### src/rtl/ring_slot_pkg.sv
// ---------------------------------------------------------------------------
// ring_slot_pkg
// Definitions for the one-hot time-multiplexed slot scheme. The receiving
// demultiplexer, the sending multiplexer and the scanners all import this
// package, so they agree on the slot count and the start phase.
//   RING_SLOTS  : number of slots in a frame
//   RING_INIT   : one-hot ring value for slot 0
//   ring_op_t   : action the ring counter takes on a clock edge
//   is_one_hot  : true when exactly one bit of a 4-bit ring value is set
// ---------------------------------------------------------------------------
package ring_slot_pkg;

    localparam int RING_SLOTS = 4;
    localparam logic [RING_SLOTS-1:0] RING_INIT = 4'b0001;

    typedef enum logic [1:0] {
        RING_HOLD    = 2'd0,
        RING_STEP    = 2'd1,
        RING_SYNC    = 2'd2,
        RING_CORRECT = 2'd3
    } ring_op_t;

    // Clearing the lowest set bit leaves zero only for a power of two.
    // The non-zero test rejects the all-zero ring.
    function automatic logic is_one_hot(input logic [RING_SLOTS-1:0] value);
        logic [RING_SLOTS-1:0] low_cleared;
        low_cleared = value & (value - 4'd1);
        return (value != '0) && (low_cleared == '0);
    endfunction

endpackage

### src/rtl/ring_counter_4.sv
// ---------------------------------------------------------------------------
// ring_counter_4
// One-hot 4-slot rotator with self-correction.
// Ports:
//   clock        in   rising-edge clock
//   reset        in   synchronous active-high reset; ring <= RING_INIT
//   step         in   rotate the ring left by one slot
//   sync         in   force the ring back to slot 0 and do not rotate
//   ring_counter out  registered one-hot slot select
//   capture      out  high when this edge's step is accepted. The parent
//                     uses it to load the slot selected by ring_counter.
//   ring_fault   out  sticky flag: the ring was seen not one-hot
// Edge priority: reset > fault correction > sync > step > hold.
// ---------------------------------------------------------------------------
module ring_counter_4
    import ring_slot_pkg::*;
(
    input  logic                  clock,
    input  logic                  reset,
    input  logic                  step,
    input  logic                  sync,
    output logic [RING_SLOTS-1:0] ring_counter,
    output logic                  capture,
    output logic                  ring_fault
);

    logic [RING_SLOTS-1:0] ring_reg;
    logic [RING_SLOTS-1:0] ring_next;
    logic                  fault_reg;
    logic                  fault_next;
    ring_op_t              ring_op;

    always_comb begin
        ring_op    = RING_HOLD;
        ring_next  = ring_reg;
        fault_next = fault_reg;
        capture    = 1'b0;

        if (!is_one_hot(ring_reg)) begin
            ring_op = RING_CORRECT;
        end else if (sync) begin
            ring_op = RING_SYNC;
        end else if (step) begin
            ring_op = RING_STEP;
        end

        case (ring_op)
            RING_CORRECT: begin
                // Step and sync are ignored on this edge. A corrupted
                // ring does not say which slot is active, so no word is
                // captured.
                ring_next  = RING_INIT;
                fault_next = 1'b1;
            end
            RING_SYNC: begin
                ring_next = RING_INIT;
            end
            RING_STEP: begin
                ring_next = {ring_reg[RING_SLOTS-2:0], ring_reg[RING_SLOTS-1]};
                capture   = 1'b1;
            end
            default: begin
                ring_next = ring_reg;
            end
        endcase
    end

    always_ff @(posedge clock) begin
        if (reset) begin
            ring_reg  <= RING_INIT;
            fault_reg <= 1'b0;
        end else begin
            ring_reg  <= ring_next;
            fault_reg <= fault_next;
        end
    end

    assign ring_counter = ring_reg;
    assign ring_fault   = fault_reg;

endmodule

### src/rtl/ring_demux_1x4.sv
// ---------------------------------------------------------------------------
// ring_demux_1x4
// Receiving end of the one-hot slot scheme. On each accepted step, the word
// on data_in goes into the channel register that the ring currently selects,
// and the ring rotates. frame_done pulses for one cycle after slot 3 is
// captured. All outputs are registered.
// Ports:
//   clock        in   rising-edge clock
//   reset        in   synchronous active-high reset
//   step         in   capture the current slot and advance the ring
//   sync         in   restart the frame at slot 0 (no capture)
//   data_in      in   word for the currently selected slot
//   ring_counter out  one-hot slot select (can also drive the sending mux)
//   ch_3..ch_0   out  held word of each slot
//   frame_done   out  one-cycle pulse after slot 3 is captured
//   ring_fault   out  sticky flag: the ring was found not one-hot
// ---------------------------------------------------------------------------
module ring_demux_1x4
    import ring_slot_pkg::*;
#(
    parameter int DATA_WIDTH = 1
) (
    input  logic                  clock,
    input  logic                  reset,
    input  logic                  step,
    input  logic                  sync,
    input  logic [DATA_WIDTH-1:0] data_in,
    output logic [RING_SLOTS-1:0] ring_counter,
    output logic [DATA_WIDTH-1:0] ch_3,
    output logic [DATA_WIDTH-1:0] ch_2,
    output logic [DATA_WIDTH-1:0] ch_1,
    output logic [DATA_WIDTH-1:0] ch_0,
    output logic                  frame_done,
    output logic                  ring_fault
);

    logic                  capture;
    logic [DATA_WIDTH-1:0] ch_reg [RING_SLOTS];
    logic                  frame_done_reg;

    ring_counter_4 u_ring (
        .clock        (clock),
        .reset        (reset),
        .step         (step),
        .sync         (sync),
        .ring_counter (ring_counter),
        .capture      (capture),
        .ring_fault   (ring_fault)
    );

    // capture is high only when the ring is one-hot. The bit set in the
    // pre-rotation ring therefore selects exactly one channel.
    generate
        for (genvar gi = 0; gi < RING_SLOTS; gi++) begin : g_channel
            always_ff @(posedge clock) begin
                if (reset) begin
                    ch_reg[gi] <= '0;
                end else if (capture && ring_counter[gi]) begin
                    ch_reg[gi] <= data_in;
                end
            end
        end
    endgenerate

    always_ff @(posedge clock) begin
        if (reset) begin
            frame_done_reg <= 1'b0;
        end else begin
            frame_done_reg <= capture && ring_counter[RING_SLOTS-1];
        end
    end

    assign ch_0       = ch_reg[0];
    assign ch_1       = ch_reg[1];
    assign ch_2       = ch_reg[2];
    assign ch_3       = ch_reg[3];
    assign frame_done = frame_done_reg;

endmodule
### config.mk
export PLATFORM = sky130hd
export DESIGN_NAME = ring_demux_1x4
export DESIGN_NICKNAME = d
export VERILOG_FILES = /design/src/rtl/ring_slot_pkg.sv /design/src/rtl/ring_counter_4.sv /design/src/rtl/ring_demux_1x4.sv
export SDC_FILE = /design/constraint.sdc
export NUM_CORES = 1
export LEC_CHECK = 0
export CORE_AREA = 2 2 39 41
export DETAILED_ROUTE_END_ITERATION = 7
export DIE_AREA = 0 0 41 43
export PLACE_DENSITY = 0.7
export REMOVE_ABC_BUFFERS = 1
export SKIP_LAST_GASP = 1
export SLEW_MARGIN = 20
export SYNTH_ARGS = -nofsm -noshare
export SYNTH_HDL_FRONTEND = slang
export SYNTH_HIERARCHICAL = 1
export SYNTH_SLANG_ARGS = --single-unit
### constraint.sdc
create_clock -name clock -period 3.9 [get_ports clock]
set_input_delay 0.78 -clock clock [delete_from_list [all_inputs] [get_ports clock]]
set_output_delay 0.78 -clock clock [all_outputs]
set_load 0.01 [all_outputs]
==> impl_results.md <==
* Hold Path Class: reg -> reg
* Total gr overflow at 0
* Post-route cell area at 633 sq um
* Post-synthesis sequential area ratio at 0.533
* Setup crit start kind: input port
* Nets at 58
* Placed cell count at 64
* Post-Synthesis Mean Instance Area at about 13 sq um
* Post-CTS Setup Bufs at 0
* CTS clk-pin slew, worst paths at approximately 0.07 ns
* Lkg Pwr at 0.250 nW
* Vias/cell at roughly 5.3
* Io pins at 15
* FF-to-FF path depth at 4
* Fmax at roughly 0.43 GHz
* Total stage count of the critical path at 3
* Ys Warns at 6
* Core Area at between 1000 and 1500 sq um
* Final setup TNS at 0 ns
* Endpoint class of the critical path: register
* Arr. time, crit path at ~2.3 ns
* Largest cells by area after synthesis: dfxtp_1 (27%), edfxtp_1 (27%), and4b_1 (8.9%)
* Final non-filler cell total at 68
* Pwr Total at roughly 0.22 mW
* Hold buffers post-CTS at 0
* Vias at ~360
* Die Span Y at about 43 um
* Placed cell area at approximately 610 sq um
* Worst hold path depth at 1
* Synth Area in Compound Gates at 0.142
* Largest family of logic cells by synthesized area: simple AND/OR/NAND/NOR gates
* Post-Syn Instances at 35
* Die W at 41 um
* Pwr dens at 352 nW/um^2
* Required @ worst endpoint at a little under 4 ns
* Resize count post-CTS at 0
* TritonCTS clock tree: built
* Number of max-cap violations at 0
* # diodes at 0
* Drt wl/cell at ~12 um
* Initial antenna violation count at 0
* Cell Area, Synth at roughly 450 sq um
* Buf+Inv Stages, Crit Path at 1
* Adder-cell share of the synthesized area at 0
* Row count at 14
* CP Cell Sequence: clkdlybuf4s50_1 > nor3b_1 > a21o_2
* Initial Utilization at 0.325
* Area Growth Syn to Fin at 40.6%
* Critical path's top delay family: simple AND/OR/NAND/NOR gates
* Root Driver: clkbuf_4
* GRT Overall Usage at 0.121
* Slowest stage cell, crit path: nor3b_1
* Drt total wl at 826 um
* Fin crit period at roughly 2.3 ns
* Synth Area in Simple Gates at 0.206
* Pins Over Slew Limit at 0
* Initial detailed-routing violation count at 3
* # setup viols final at 0
* Clk_skew at roughly 0.0013 ns
* H-tree depth at 1
* Largest net degree at the start of global routing at 15
* Share of cells above drive strength 1 at 0.192
* Kind of critical path: in -> reg
* Yosys top cell area share at 0.267
* Rel. slew slack at 0.482
* Flops & latches, synth at 10
* Worst-Margin Slew at about 0.78 ns
* RSZ-0062 raised after global routing: no
* Post-synthesis mux area share at 0.0917
* CP max stage delay at 0.68 ns
* DRC at 0
* Peak supply drop at between 0.15 and 0.2 mV
* Number of buffers created by CTS at 3
* Crit-path max FO at 9
* Number of detailed-route iterations in the first pass at 4
* Post-DRT Antenna Nets at 0
* First-pass GRT wire length at 1.41 mm
* Post-synthesis cell type count at 16
* CTS max path bufs at 2
* Post-synthesis xor/xnor area fraction at 0.0194
* Period Utilization, post-route at 0.596
* Final Util at 0.458
* Hold Vio Cnt, Final at 0
* Number of global-route vias before repair at around 320
* Skew-Pair Late Insertion Delay at between 0.2 and 0.3 ns
* Outcome: finished clean
* Clock Sinks at 10
* Leading area contributor after synthesis: dfxtp_1
* Routability cong. at approximately 0.67
* Port Buf Inserts at 14
* Die area at ~1800 sq um
[stage by stage]
| stage | setup WS (ns) | hold slack (ns) |
|---|---|---|
| after floorplan | 1.86 | 0.525 |
| after global placement | 1.36 | 0.474 |
| after detailed placement | 1.34 | 0.481 |
| after CTS | 1.61 | 0.497 |
| after global routing | 1.39 | 0.520 |
| final | 1.58 | 0.491 |
[Yosys cell counts]
library cell / number
mux2_2: 1
o21ba_2: 1
buf_1: 1
or4b_1: 1
nor4_1: 3
a21o_2: 4
nor3b_1: 1
and3b_1: 1
mux2i_1: 3
o21ai_0: 2
or4_1: 1
xor2_1: 1
o21a_2: 1
edfxtp_1: 4
and4b_1: 4
dfxtp_1: 6
[placed cells by master (no fill, tap or decap)]
cell	n
xor2_1	1
o21ai_0	2
clkdlybuf4s50_1	14
mux2i_1	3
or4b_1	1
clkbuf_1	1
nor3b_1	1
o21ba_2	1
o21a_2	1
and4b_1	4
clkbuf_4	3
edfxtp_1	4
or4_1	1
nor4_1	3
a21o_2	4
and3b_1	1
dfxtp_1	6
mux2_2	1
[metal layers]
metal	routed length (um)	vias to the layer above	GRT usage
met4	0	0	0.0600
met5	0	-	0
li1	-	178	-
met3	62	0	0.0524
met1	365	166	0.153
met2	397	13	0.169
[final timing paths]
path	from	endpoint	slack, ns
max	step	ch_reg[1]	1.58
min	u_ring/ring_fault	u_ring/ring_fault	0.49
max reg2reg	u_ring/ring_counter[3]	ch_reg[1]	1.65
min reg2reg	u_ring/ring_fault	u_ring/ring_fault	0.49
[final cells by class]
class	instances	area, sq um
Timing Repair Buffer	14	140
Fill cell	142	751
Sequential cell	10	240
Multi-Input combinational cell	24	206
Clock buffer	4	26.3
Tap cell	16	20.0
[where the power goes]
group | switching [mW] | leakage (nW) | internal [mW]
logic | 0.0135 | 0.144 | 0.0186
clock network | 0.0348 | 0.0150 | 0.0395
registers | 0.00354 | 0.0904 | 0.113
[cells by family (layout without fill, tap and decap cells)]
kind of cell    count (synthesis)  in the layout
compound gates                  8              8
xor+xnor                        1              1
buf+inv                         1             18
flops                          10             10
mux                             4              4
simple gates                   11             11
[worst register-to-register path, cell delays in order (launching register included)]
cell and delay, ns:
dfxtp_1 0.37, or4b_1 0.54, o21a_2 0.17, nor3b_1 0.65, a21o_2 0.25
Note: power is estimated with default switching activity, not from simulation.
